### config.mk
export PLATFORM = sky130hd
export DESIGN_NAME = anim_datapath
export DESIGN_NICKNAME = d
export VERILOG_FILES = /design/src/rtl/anim_datapath.sv
export SDC_FILE = /design/constraint.sdc
export NUM_CORES = 1
export LEC_CHECK = 0
export BUFFER_PORTS_ARGS = -buffer_cell sky130_fd_sc_hd__clkbuf_2
export CAP_MARGIN = 20
export CORE_MARGIN = 4
export CORE_UTILIZATION = 50
export DETAILED_ROUTE_END_ITERATION = 12
export HOLD_SLACK_MARGIN = 0.08
export PLACE_DENSITY = 0.67
export SLEW_MARGIN = 10
export SYNTH_ARGS = -nofsm -noshare
export SYNTH_HDL_FRONTEND = slang
export SYNTH_SLANG_ARGS = --single-unit
### constraint.sdc
create_clock -name clk -period 4.4 [get_ports clk]
set_input_delay 0 -clock clk [delete_from_list [all_inputs] [get_ports clk]]
set_output_delay 0 -clock clk [all_outputs]
set_load 0.005 [all_outputs]
### src/rtl/anim_datapath.sv
// anim_datapath: raster clear/background fill and falling-box animation pixel datapath.
// Define ANIM_ERASE_EN to erase the previous square before each redraw (otherwise the box leaves a trail).
module anim_datapath #(
    parameter int         BOX        = 4,
    parameter int         FRAME_DIV  = 833333,
    parameter logic [2:0] BG_COLOUR  = 3'b001,
    parameter logic [2:0] OBJ_COLOUR = 3'b110,
    parameter logic [7:0] SEED       = 8'hA5
) (
    input  logic       clk,
    input  logic       reset,
    input  logic       ld_BG,
    input  logic       ld_coord,
    input  logic       ld_plot,
    output logic [7:0] x,
    output logic [6:0] y,
    output logic [2:0] colour,
    output logic       writeEn,
    output logic       draw,
    output logic       done,
    output logic       cleared
);
    localparam int FW = $clog2(FRAME_DIV + 1);
    typedef enum logic [3:0] {IDLE, CLEAR, CLR_HOLD, BG, BG_HOLD, WAIT, ERASE, DRAW, END} state_t;
`ifdef ANIM_ERASE_EN
    localparam state_t STEP_ST = ERASE, WAIT_EXIT = ERASE;
`else
    localparam state_t STEP_ST = WAIT, WAIT_EXIT = DRAW;
`endif
    state_t        r_state, w_next;
    logic [7:0]    r_sx, r_lfsr, r_obj_x, w_xmax;
    logic [6:0]    r_sy, r_obj_y;
    logic [FW-1:0] r_fcnt;
    logic          w_bg, w_co, w_pl, w_cl, w_scan, w_scan_last, w_box_last, w_frame_last, w_we, w_step;

    always_comb begin
        w_bg         = ld_BG;
        w_co         = !ld_BG && ld_coord;
        w_pl         = !ld_BG && !ld_coord && ld_plot;
        w_cl         = !ld_BG && !ld_coord && !ld_plot;
        w_scan       = r_state == CLEAR || r_state == BG;
        w_xmax       = w_scan ? 8'd159 : 8'(BOX - 1);
        w_scan_last  = r_sx == 8'd159 && r_sy == 7'd119;
        w_box_last   = r_sx == 8'(BOX - 1) && r_sy == 7'(BOX - 1);
        w_frame_last = r_fcnt == FW'(FRAME_DIV - 1);
        w_next       = IDLE;
        if (w_bg)
            w_next = (r_state == BG && w_scan_last) || r_state == BG_HOLD ? BG_HOLD : BG;
        else if (w_cl)
            w_next = r_state inside {WAIT, ERASE, DRAW, END} ? IDLE :
                     (r_state == CLEAR && w_scan_last) || r_state == CLR_HOLD ? CLR_HOLD : CLEAR;
        else if (w_pl) begin
            case (r_state)
                DRAW:    w_next = !w_box_last ? DRAW : r_obj_y == 7'(120 - BOX) ? END : WAIT;
                WAIT:    w_next = w_frame_last ? WAIT_EXIT : WAIT;
`ifdef ANIM_ERASE_EN
                ERASE:   w_next = w_box_last ? DRAW : ERASE;
`endif
                END:     w_next = END;
                default: w_next = DRAW;
            endcase
        end
        // a write only happens while the request that owns the current sequence is still the winner
        w_we   = (r_state == CLEAR && w_cl) || (r_state == BG && w_bg) ||
                 ((r_state == DRAW || r_state == ERASE) && w_pl);
        w_step = w_pl && r_state == STEP_ST && w_next == DRAW;
    end

    always_ff @(posedge clk or negedge reset)
        if (!reset) r_state <= IDLE;
        else        r_state <= w_next;

    always_ff @(posedge clk or negedge reset) begin
        if (!reset) begin
            r_lfsr  <= SEED;
            r_sx    <= '0;
            r_sy    <= '0;
            r_fcnt  <= '0;
            r_obj_x <= '0;
            r_obj_y <= '0;
            x       <= '0;
            y       <= '0;
            colour  <= '0;
            writeEn <= 1'b0;
            draw    <= 1'b0;
            done    <= 1'b0;
            cleared <= 1'b0;
        end else begin
            r_lfsr <= {r_lfsr[6:0], r_lfsr[7] ^ r_lfsr[5] ^ r_lfsr[4] ^ r_lfsr[3]};
            if (w_next != r_state) begin
                r_sx <= '0;
                r_sy <= '0;
            end else if (w_we) begin
                r_sx <= r_sx == w_xmax ? 8'd0 : r_sx + 8'd1;
                r_sy <= r_sx == w_xmax ? r_sy + 7'd1 : r_sy;
            end
            r_fcnt <= r_state == WAIT && w_next == WAIT ? r_fcnt + FW'(1) : '0;
            if (w_co) begin
                r_obj_x <= r_lfsr < 8'(160 - BOX) ? r_lfsr : r_lfsr - 8'd128;
                r_obj_y <= '0;
            end else if (w_step)
                r_obj_y <= r_obj_y + 7'd1;
            writeEn <= w_we;
            if (w_we) begin
                x      <= w_scan ? r_sx : r_obj_x + r_sx;
                y      <= w_scan ? r_sy : r_obj_y + r_sy;
                colour <= r_state == CLEAR ? 3'd0 : r_state == DRAW ? OBJ_COLOUR : BG_COLOUR;
            end
            draw    <= r_state == BG_HOLD && w_bg;
            done    <= r_state == END && w_pl;
            cleared <= r_state == CLR_HOLD && w_cl;
        end
    end
endmodule

# ---- Word level (Yosys, flattened, before mapping)
# Index checks and enable logic that the tools add are counted.
dict set report op_classes {
  magnitude_cmp 1
  muxes 25
  add_sub_neg 7
  reduce_logical 31
  n_bitwise 3
  eq_ne 18
}
# op n
set op_table {}
lappend op_table {{8-bit two-way mux} 6}
lappend op_table {{7-bit two-way mux} 6}
lappend op_table {{4-bit by 3-bit == test with 1-bit output (second input constant)} 6}
lappend op_table {{20-bit by 1-bit adder with 20-bit output (second input constant)} 1}
lappend op_table {{20-bit == test (second input constant)} 1}
lappend op_table {{20-bit two-way mux} 1}
lappend op_table {{4-bit two-way mux} 5}
lappend op_table {{1-bit logical AND} 17}
lappend op_table {{7-bit by 1-bit adder with 7-bit output (second input constant)} 2}
lappend op_table {{7-bit == test (second input constant)} 2}
lappend op_table {{4-bit case mux with 3 select lines} 1}
lappend op_table {{3-bit two-way mux} 3}
lappend op_table {{8-bit by 1-bit adder with 8-bit output (second input constant)} 1}
lappend op_table {{8-bit adder} 1}
lappend op_table {{4-bit by 2-bit == test with 1-bit output (second input constant)} 2}
lappend op_table {{8-bit by 2-bit == test with 1-bit output (second input constant)} 1}
lappend op_table {{8-bit == test} 1}
lappend op_table {{8-bit == test (second input constant)} 1}
lappend op_table {{8-bit < comparator (second input constant)} 1}
lappend op_table {{8-bit subtractor (second input constant)} 1}
lappend op_table {{7-bit adder} 1}
lappend op_table {{7-bit by 2-bit == test with 1-bit output (second input constant)} 1}
lappend op_table {{1-bit logical OR} 6}
lappend op_table {{2-bit two-way mux} 3}
lappend op_table {{other kinds (8)} 14}
dict set report word_totals {
  register_bits 84
  output_inout_bits 22
  inputBits 5
}

# ---- Depth between registers and ports, before layout
# Gate-level depths: netlist of run 1.
dict set report logic_depth {
  ltp_word 12
  ltp_mapped 10
  mapped_depth_nobuf 10
}

# ---- Least setup slack after synthesis of run 1
# Ideal clock, no wire load.
dict set report synth_path {
  kind {reg-to-reg}
  startpoint {register r_sx[0]}
  endpoint {register r_sx[0]}
  n_path_buf 1
  setup_slack_ps 2012
  stages_incl_launch_ff 10
  arrival_ps 2316
  period_less_slack_ps 2388
  cell_sequence {dfrtp_1 ha_1 nor3b_2 nand2_1 or4_1 a221oi_2 or3_2 nand4_4 buf_6 nor2_1}
}
dict set report synth_via {
  elab_chain_len 10
}
# element line
set synth_lines {}
lappend synth_lines {{start: declaration} 31} ;# logic [7:0] r_sx, r_lfsr, r_obj_x, w_xmax;
lappend synth_lines {{start signal: assignment} 94} ;# r_sx <= r_sx == w_xmax ? 8'd0 : r_sx + 8'd1;
lappend synth_lines {{parallel branches: the longest is 10 deep, another holds 8-bit by 2-bit == test with 1-bit output} n/a}
# Parallel ways; which one is timed is not known. The select of a mux whose other input is x is not followed.
# A chain may end at the register's enable or synchronous reset.

# ---- Worst setup path in the final report of run 1
dict set report layout_path {
  startpoint {register r_state[0]}
  endpoint {register r_sx[6]}
}
dict set report layout_via {
  elab_chain_len 9
}
# element line
set layout_lines {}
lappend layout_lines {{start: declaration} 30} ;# state_t r_state, w_next;
lappend layout_lines {{start signal: assignment} 71} ;# else r_state <= w_next;
lappend layout_lines {{4-bit by 1-bit == test with 1-bit output} {41, 51, 64}}
lappend layout_lines {{1-bit logical AND} 51} ;# (r_state == CLEAR && w_scan_last) || r_state == CLR_HOLD ? CLR_HOLD : CLEAR;
lappend layout_lines {{1-bit logical OR} 51}
lappend layout_lines {{2-bit two-way mux} 51}
lappend layout_lines {{2-bit two-way mux} 50} ;# w_next = r_state inside {WAIT, ERASE, DRAW, END} ? IDLE :
lappend layout_lines {{4-bit two-way mux} 49} ;# else if (w_cl)
lappend layout_lines {{4-bit two-way mux} 47} ;# if (w_bg)
lappend layout_lines {{4-bit inequality test} 90} ;# if (w_next != r_state) begin
lappend layout_lines {{8-bit two-way mux / 2-bit nonzero test (equally long branches)} n/a}
# Several ways; a longest one is shown, not always the timed one. The select of a mux whose other input is x is not followed.

==> results of run 1 <==
==> worst paths after layout <==
| path | slack [ps] | cells past startpoint | to | startpoint |
|---|---|---|---|---|
| min in group clk | 170 | 4 | cleared | ld_plot |
| setup reg to reg | 1510 | 8 | r_sx[6] | r_state[0] |
| hold / removal | 140 | 2 | done | reset |
| hold reg to reg | 380 | 0 | r_lfsr[2] | r_lfsr[1] |
| max in group asynchronous | 3600 | 3 | r_lfsr[2] | reset |
| setup / recovery | 1510 | 8 | r_sx[6] | r_state[0] |
==> metal layers <==
metal | up-vias | track usage | part of all wire
met1 | 1735 | 0.274 | 0.49
met5 | - | 0 | 0
met3 | 13 | 0.0261 | 0.041
met2 | 57 | 0.279 | 0.45
met4 | 0 | 0.0703 | 0.016
li1 | 1746 | - | -
==> state kept, by name, summed over array words and instances (netlist names), 2 cells and up <==
| name | cells |
|---|---|
| r_lfsr | 8 |
| x | 8 |
| r_sx | 8 |
| colour | 2 |
| r_state | 4 |
| y | 7 |
| r_obj_y | 7 |
| r_obj_x | 8 |
| r_fcnt | 20 |
| r_sy | 7 |
==> where the power goes <==
| part | internal (uW) | total [uW] | switching (uW) |
|---|---|---|---|
| combinational | 67.7 | 163 | 95.3 |
| clock | 321 | 605 | 284 |
| sequential | 800 | 828 | 27.5 |
==> metrics by stage <==
stage / util / power (uW) / cells
3_5_place_dp: 0.543 / 1000 / 607
5_1_grt: 0.575 / 1680 / 628
2_1_floorplan: - / 928 / 488
4_1_cts: 0.572 / 1610 / 627
3_3_place_gp: 0.543 / 1000 / 607
6_report: 0.575 / 1600 / 628
==> timing repair <==
item                                    CTS  global route
gates resized for setup                   0             0
endpoints found under the setup margin    0             0
hold buffers                              4             0
endpoints found under the hold margin    82             0
==> worst register-to-register path, delay by kind of cell, from the launching register on <==
| family | cells | cell delay, ps |
|---|---|---|
| DFF | 1 | 560 |
| AOI/OAI and AO/OA | 2 | 530 |
| xor gates and xnor gates | 1 | 150 |
| buffers and inverters | 1 | 710 |
| and+or+nand+nor | 4 | 830 |
==> cells by family after synthesis <==
kind of cell | synth area share
compound gates | 0.0999
mux | 0.0232
xor+xnor | 0.0756
fa+ha+maj | 0.0599
buf+inv | 0.0389
simple gates | 0.253
flops | 0.449
==> cell usage after synthesis (5+ instances only) <==
cell type  number
dfrtp_1        79
nor2_1         74
nand2_1        42
a21oi_1        26
inv_1          23
xor2_1         23
ha_1           19
o21ai_0        19
xnor2_1        17
nand3_1        15
nand4_1        11
clkbuf_1       10
and3_1          8
nor2b_1         8
nor3_1          7
a31oi_1         6
mux2_2          6
or3b_2          6
a21o_1          5
nand3b_1        5
or3_1           5
==> cell type report <==
cell class,instances,area (sq um),area share
Timing Repair Buffer,33,215,0.0421
Tap cell,108,135,0.0264
Inverter,23,86.3,0.0169
Multi-Input combinational cell,365,2380,0.465
Clock inverter,6,88.8,0.0174
Sequential cell,83,2080,0.407
Clock buffer,10,128,0.0250
==> metrics.md, run 1 <==
| Metric | Value |
|---|---|
| DRT Wirelength | `9.56 mm` |
| Dpl ws | `roughly 1600 ps` |
| Setup ws final | `1510 ps` |
| Crit path max-delay family | `simple AND/OR/NAND/NOR gates` |
| Grt total ovfl | `0` |
| Leading area contributor after synthesis | `dfrtp_1` |
| Row count | `34` |
| Crit end category | `flop` |
| Post-synth top flop | `dfrtp_1` |
| Nets | `~540` |
| Fraction of layout cells with a size suffix above 1 | `0.152` |
| 1st-pass router iterations | `5` |
| Number of routed nets with antenna violations | `0` |
| GPL Wtd Cong | `between 0.8 and 0.9` |
| All-Layer GR Usage | `0.187` |
| Crit-path max cell delay | `710 ps` |
| Die area | `roughly 11,000 sq um` |
| Starting Density | `0.521` |
| Top post-synthesis cells by area | `dfrtp_1 43%, nor2_1 6.0%, ha_1 5.1%` |
| Cells after Synth | `488` |
| Buf/Inv on CP | `1` |
| Worst hold slack | `roughly 140 ps` |
| Final Cell Area | `5110 sq um` |
| Die Height | `~100 microns` |
| Final Hold Fails | `0` |
| Clock Latency Late Sink | `~360 ps` |
| Slew margin rel. | `0.399` |
| Core box area | `8890 sq um` |
| Root buf cell | `clkbuf_8` |
| Distinct cells, synth | `60` |
| RSZ-0062 raised after global routing | `false` |
| Worst VDD drop | `0.000200 V` |
| CTS buffer count | `9` |
| Setup Skew | `10.4 ps` |
| Synthesized Nets | `514` |
| Initial antenna violation count | `0` |
| Least-Margin Pin Slew | `895 ps` |
| Maximum clock frequency | `346 MHz` |
| Worst EP arrival | `between 3000 and 4000 ps` |
| Hold Crit Class | `input pin to asynchronous set/reset pin` |
| Final Max Slew Viols | `0` |
| Synthesis warning total | `0` |
| Area Growth Syn to Fin | `10.3%` |
| Period utilization | `0.657` |
| Placed inst area | `4830 sq um` |
| Synth Register Bits | `83` |
| PortBufs | `26` |
| Die width | `104 microns` |
| CP Max Fanout | `32` |
| Asr flop ratio synth | `1.00` |
| Max Cap Violations | `0` |
| Global-route wire length before repair | `16.8 mm` |
| Commonest non-fill, non-tap cell in the layout | `dfrtp_1` |
| Critical path, cell by cell | `nor2b_1, a32oi_1, o21a_1, inv_1, nand4_1, nor2_1, xnor2_1, nor2_2` |
| DR WL/cell | `around 15 microns` |
| Diodes inserted | `0` |
| Worst setup SP type | `flop` |
| CTS tree | `done` |
| Post-synth EDFFs | `0` |
| Power density cells | `312 nW/um^2` |
| Residual DRC | `0` |
| Htree depth | `3` |
| Fill cells | `789` |
| Crit path kind | `flop to flop` |
| Most frequent cells in the layout | `79 x dfrtp_1, 74 x nor2_1, 42 x nand2_1` |
| Worst-path clk slew | `90 ps` |
| DR iter-0 viols | `169` |
| Clk sinks | `83` |
| Post-DP HPWL | `6.78 mm` |
| CP max stage cell | `inv_1` |
| Setup Fix Bufs, Post-CTS | `0` |
| Leak Pwr | `between 0.002 and 0.0025 uW` |
| Setup TNS Final | `0 ps` |
| Netlist Area Pre-Place | `between 4000 and 5000 sq um` |
| Max Root-Sink Buffers | `2` |
| Fin crit period | `approximately 2900 ps` |
| Largest net degree at the start of global routing | `84` |
| Number of global-route vias before repair | `3,465` |
| Sequential share of the synthesized area | `0.449` |
| Post-DR vias/cell | `5.65` |
| Status | `finished clean` |
| Final setup fails | `0` |
| Avg Cell Area, Syn | `9.50 sq um` |
| Yosys top cell area share | `0.426` |
| Req. time, crit path | `4650 ps` |
| DR vias | `3,551` |
| Boundary pin count | `27` |
Note: power is estimated with default switching activity, not from simulation.
==> run 2: changes to the inputs <==
--- a/config.mk
+++ b/config.mk
@@ -11,7 +11,7 @@
 export CORE_UTILIZATION = 50
 export DETAILED_ROUTE_END_ITERATION = 12
 export HOLD_SLACK_MARGIN = 0.08
-export PLACE_DENSITY = 0.67
+export PLACE_DENSITY = 0.7
 export SLEW_MARGIN = 10
 export SYNTH_ARGS = -nofsm -noshare
 export SYNTH_HDL_FRONTEND = slang
==> constraint.sdc (replaced) <==
create_clock -name clk -period 2.3 [get_ports clk]
set_input_delay 0 -clock clk [delete_from_list [all_inputs] [get_ports clk]]
set_output_delay 0 -clock clk [all_outputs]
set_load 0.005 [all_outputs]
==> metrics.md, run 2 (synthesized netlist as in run 1, its figures left out) <==
| Metric | Value |
|---|---|
| Status | `finished with violations` |
| Failing checks | `setup timing` |
| Die area | `10,900 sq um (unchanged)` |
| Residual DRC | `0 (unchanged)` |
| Commonest non-fill, non-tap cell in the layout | `dfrtp_1` |
| Number of routed nets with antenna violations | `0 (unchanged)` |
| Diodes inserted | `0 (unchanged)` |
| Reg2reg setup slack | `-180 ps (-1690 ps)` |
| Starting Density | `0.521 (unchanged)` |
| Final Hold Fails | `0 (unchanged)` |
| Htree depth | `3 (unchanged)` |
| Die Height | `104 microns (unchanged)` |
| Switch share | `0.273 (+0.0180)` |
| Number of global-route vias before repair | `3,775 (+8.9%)` |
| Initial antenna violation count | `0 (unchanged)` |
| Fin crit period | `2480 ps (-407 ps)` |
| Final setup fails | `36 (+36)` |
| Worst reg-to-reg path cell count | `7 (-1)` |
| Most frequent cells in the layout | `76 x dfrtp_1, 68 x buf_4, 51 x nor2_1` |
| Post-DR vias/cell | `5.69 (+0.55%)` |
| Area occupied by registers | `2090 sq um (+0.18%)` |
| Root buf cell | `clkbuf_8` |
| Dpl ws | `-192 ps (-1750 ps)` |
| Row count | `34 (unchanged)` |
| Clk sinks | `83 (unchanged)` |
| Placed Instances | `658 (+8.4%)` |
| CTS buffer count | `9 (unchanged)` |
| Area Growth Syn to Fin | `27.4%` |
| Period utilization | `1.08 (+0.422)` |
| Final Cell Area | `5910 sq um (+16%)` |
| PortBufs | `26 (unchanged)` |
| Nets | `611 (+13%)` |
| Pwr Total | `2960 uW (+85%)` |
| Boundary pin count | `27 (unchanged)` |
| Internal | `2150 uW (+81%)` |
| Launch point of the critical path | `r_state[0]` |
| Maximum clock frequency | `403 MHz (+16%)` |
| DR vias | `3,963 (+12%)` |
| CP Max Fanout | `8 (-75%)` |
| Core box area | `8890 sq um (unchanged)` |
| Die width | `104 microns (unchanged)` |
| Top reg by flops | `r_fcnt` |
| Largest net degree at the start of global routing | `52 (-38%)` |
| 1st-pass router iterations | `6 (+1)` |
| Final Non-Filler Cells | `697 (+11%)` |
| Hold Crit Class | `input pin to flop` |
| RR Endpoint | `r_sx[5]` |
| Comb pwr share | `0.135 (+0.033)` |
| Placed inst area | `5250 sq um (+8.7%)` |
| Crit end category | `flop` |
| Max Root-Sink Buffers | `2 (unchanged)` |
| Max Cap Violations | `0 (unchanged)` |
| Post-DP HPWL | `7.50 mm (+10%)` |
| Setup ws final | `-182 ps (-1690 ps)` |
| Least-Margin Pin Slew | `656 ps (-239 ps)` |
| Fraction of layout cells with a size suffix above 1 | `0.341 (+0.189)` |
| GPL Wtd Cong | `0.910 (+4.9%)` |
| Worst-path clk slew | `90 ps (about the same)` |
| Power density cells | `501 nW/um^2 (+61%)` |
| DRT Wirelength | `11.4 mm (+20%)` |
| DR WL/cell | `16.4 microns (+7.8%)` |
| Setup Skew | `13.3 ps (+2.87 ps)` |
| Clock Latency Late Sink | `360 ps (about the same)` |
| Sequential group share of total power | `0.529 (+0.010)` |
| CTS tree | `done` |
| Worst setup SP type | `flop` |
| Grt total ovfl | `0 (unchanged)` |
| RSZ-0062 raised after global routing | `true` |
| Worst EP arrival | `2770 ps (-370 ps)` |
| Worst VDD drop | `0.000296 V (+48%)` |
| Fill cells | `694 (-12%)` |
| Global-route wire length before repair | `18.2 mm (+8.5%)` |
| Crit path capture | `r_sx[5]` |
| Clock Power Share | `0.336 (-0.043)` |
| Req. time, crit path | `2590 ps (-2060 ps)` |
| Worst hold slack | `153 ps (+14.0 ps)` |
| Slew margin rel. | `0.563 (+0.164)` |
| Final Max Slew Viols | `0 (unchanged)` |
| Switching Power | `809 uW (+98%)` |
| Crit path kind | `flop to flop` |
| Worst r2r src | `r_state[0]` |
| Area occupied by multi-input gates | `2710 sq um (+14%)` |
| Max reg flops | `20 (unchanged)` |
| DR iter-0 viols | `197 (+17%)` |
| All-Layer GR Usage | `0.205 (+0.0181)` |
| Leak Pwr | `0.00257 uW (+16%)` |
run 2: stage by stage:
stage,util,TNS (ps)
2_1_floorplan,-,-115
3_3_place_gp,0.590,-4610
3_5_place_dp,0.590,-5510
4_1_cts,0.630,-3880
5_1_grt,0.664,-8940
6_report,0.664,-4600
run 2: power groups by stage:
stage | logic, uW | clock network (uW) | registers [uW]
final | 399 | 993 | 1570
after detailed placement | 352 | 0 | 1600
after global routing | 436 | 1080 | 1580
after CTS | 381 | 1010 | 1570
after global placement | 347 | 0 | 1590
after floorplan | 173 | 0 | 1600
run 2: worst min-delay path by stage:
stage                      from        end  depth (start not counted)
after floorplan           reset    cleared                          0
after global placement    reset  colour[1]                          1
after detailed placement  reset  colour[0]                          1
after CTS                 ld_BG       draw                          2
after global routing      ld_BG       draw                          2
final                     ld_BG       draw                          2
run 2: layout make-up:
cell class / instances / area share
multi-input cells: 369 / 0.458
repair buffers: 99 / 0.120
flip-flops and latches: 83 / 0.353
clock buffers: 11 / 0.0256
well taps: 108 / 0.0229
inverters: 23 / 0.0146
clock inverters: 4 / 0.00572
run 2: worst max-delay path, stage by stage, from the launching register on:
cell     delay [ps]
dfrtp_1         380
or4b_4          540
and2_4          180
a221o_1         340
nor2_4          170
mux2i_4         350
nand4_4         270
a21oi_2         180
run 2: what timing repair did:
action | 4_1_cts | 5_1_grt
setup endpoints to repair | 37 | 43
cloned | 3 | 1
hold buffers | 3 | 0
pin swaps | 10 | 35
buffers inserted | 6 | 12
gates resized for setup | 20 | 55
hold endpoints to repair | 52 | 0
run 2: per-layer routing:
metal	global-route usage	up-vias	wire length, microns
met5	0	-	0
met4	0.0608	0	143
met3	0.0403	17	604
met2	0.337	120	5620
met1	0.274	1932	5070
li1	-	1894	-
==> run 3: changes to the inputs <==
--- a/config.mk
+++ b/config.mk
@@ -7,6 +7,7 @@
 export LEC_CHECK = 0
 export BUFFER_PORTS_ARGS = -buffer_cell sky130_fd_sc_hd__clkbuf_2
 export CAP_MARGIN = 20
+export CORE_ASPECT_RATIO = 0.6
 export CORE_MARGIN = 4
 export CORE_UTILIZATION = 50
 export DETAILED_ROUTE_END_ITERATION = 12
==> metrics.md, run 3 (synthesized netlist as in run 1, its figures left out) <==
| Metric | Value |
|---|---|
| Status | `finished with violations` |
| Failing checks | `setup timing` |
| Worst EP arrival | `2770 ps (about the same)` |
| Placed inst area | `5300 sq um (+0.95%)` |
| Residual DRC | `0 (unchanged)` |
| Req. time, crit path | `2570 ps (-20 ps)` |
| Final Cell Area | `6020 sq um (+2.0%)` |
| Number of routed nets with antenna violations | `0 (unchanged)` |
| Clk sinks | `83 (unchanged)` |
| Reg2reg setup slack | `-200 ps (-20 ps)` |
| Nets | `621 (+1.6%)` |
| Dpl ws | `-276 ps (-83.6 ps)` |
| Max reg flops | `20 (unchanged)` |
| WHS Path Cells | `3 (+1)` |
| Top reg by flops | `r_fcnt` |
| Fraction of layout cells with a size suffix above 1 | `0.331 (-0.0107)` |
| Worst r2r src | `r_sx[3]` |
| Diodes inserted | `0 (unchanged)` |
| Die Height | `82.6 microns (-21%)` |
| Max Root-Sink Buffers | `2 (unchanged)` |
| Setup ws final | `-205 ps (-23.0 ps)` |
| Largest net degree at the start of global routing | `84 (+62%)` |
| HP Start | `ld_plot` |
| Most frequent cells in the layout | `76 x buf_4, 75 x dfrtp_1, 68 x nor2_1` |
| Power density cells | `563 nW/um^2 (+12%)` |
| Boundary pin count | `27 (unchanged)` |
| 1st-pass router iterations | `5 (-1)` |
| RR Endpoint | `r_sx[4]` |
| Final Hold Fails | `0 (unchanged)` |
| Worst VDD drop | `0.000347 V (+17%)` |
| GPL Wtd Cong | `0.908 (-0.22%)` |
| Leak Pwr | `0.00264 uW (+2.8%)` |
| All-Layer GR Usage | `0.241 (+0.0363)` |
| Crit path kind | `flop to flop` |
| Root buf cell | `clkbuf_16` |
| Grt total ovfl | `0 (unchanged)` |
| Comb pwr share | `0.121 (-0.014)` |
| Commonest non-fill, non-tap cell in the layout | `buf_4` |
| Crit end category | `flop` |
| Starting Density | `0.530 (+0.00835)` |
| Clock Power Share | `0.413 (+0.077)` |
| Post-DP HPWL | `8.26 mm (+10%)` |
| Worst Hold Path EP | `r_state[3]` |
| Setup TNS Final | `-5620 ps (-1020 ps)` |
| Number of global-route vias before repair | `3,912 (+3.6%)` |
| Slew margin rel. | `0.679 (+0.116)` |
| Hold Crit Class | `input pin to flop` |
| Switching Power | `855 uW (+5.8%)` |
| Max Cap Violations | `0 (unchanged)` |
| Die area | `10,900 sq um (+0.46%)` |
| Fin crit period | `2500 ps (+23.0 ps)` |
| Switch share | `0.252 (-0.0209)` |
| Setup Skew | `10.9 ps (-2.36 ps)` |
| PortBufs | `26 (unchanged)` |
| Die width | `132 microns (+27%)` |
| Global-route wire length before repair | `20.3 mm (+12%)` |
| Htree depth | `3 (unchanged)` |
| Internal | `2530 uW (+18%)` |
| Initial antenna violation count | `0 (unchanged)` |
| Worst-path clk slew | `70 ps (-20 ps)` |
| Clock Latency Late Sink | `350 ps (about the same)` |
| Post-layout util | `0.688 (+0.0241)` |
| CTS buffer count | `9 (unchanged)` |
| DR vias | `4,110 (+3.7%)` |
| Maximum clock frequency | `399 MHz (-0.92%)` |
| DRT Wirelength | `12.9 mm (+13%)` |
| Period utilization | `1.09 (+0.00999)` |
| DR WL/cell | `18.2 microns (+11%)` |
| Final Max Slew Viols | `0 (unchanged)` |
| Pwr Total | `3390 uW (+15%)` |
| DR iter-0 viols | `326 (+65%)` |
| Worst reg-to-reg path cell count | `7 (unchanged)` |
| Sequential group share of total power | `0.466 (-0.063)` |
| Row count | `26 (-24%)` |
| Worst setup SP type | `flop` |
| RSZ-0062 raised after global routing | `true` |
| Least-Margin Pin Slew | `478 ps (-178 ps)` |
| Area Growth Syn to Fin | `30.0%` |
| Final setup fails | `36 (unchanged)` |
| CP Max Fanout | `8 (unchanged)` |
| Post-DR vias/cell | `5.78 (+1.7%)` |
| Core box area | `8750 sq um (-1.6%)` |
| CTS tree | `done` |
run 3: power groups by stage:
stage	combinational (uW)	clock [uW]	sequential, uW
floorplan	173	0	1600
global placement	360	0	1600
detailed placement	362	0	1600
CTS	394	1420	1580
global route	453	1490	1590
finish	411	1400	1580
run 3: what timing repair did:
action | in CTS | in global routing
resized for setup | 23 | 42
hold endpoints to repair | 84 | 0
setup endpoints to repair | 38 | 48
gates cloned | 4 | 0
pin swaps | 17 | 29
setup buffers | 11 | 11
hold buffers | 2 | 0
run 3: worst max-delay path by stage:
stage               startpoint       to  slack, ps  cells after the start
finish                 r_sx[3]  r_sx[4]       -200                      7
global route           r_sx[7]  r_sx[5]       -310                      7
CTS                    r_sx[0]  r_sx[5]       -150                      8
detailed placement     r_sx[0]     x[6]       -280                     10
global placement    r_obj_y[1]  r_sx[5]       -160                      9
floorplan           r_obj_y[1]  r_sx[7]        -20                     10
run 3: per-stage QoR:
step	hold slack, ps	cells
after floorplan	-296	488
after global placement	63.2	668
after detailed placement	66.7	668
after CTS	108	700
after global routing	143	711
final	128	711
run 3: worst max-delay path: stages, from the launching register on:
cell and delay (ps):
dfrtp_2 450, nor4_4 370, nand2_1 110, or4_4 580, a221oi_4 310, or3_4 210, nand4_4 220, nor2_1 170
run 3: final cells by class:
class,instances,area (sq um)
clock buffers,12,236
clock inverters,3,40.0
fillers,634,2730
inverters,23,90.1
multi-input cells,369,2640
flip-flops and latches,83,2090
well taps,112,140
repair buffers,109,792
run 3: routing by layer:
layer	wire length [microns]	GRT usage
met3	1080	0.0908
met1	6200	0.349
met2	5520	0.337
met5	0	0
met4	138	0.0633
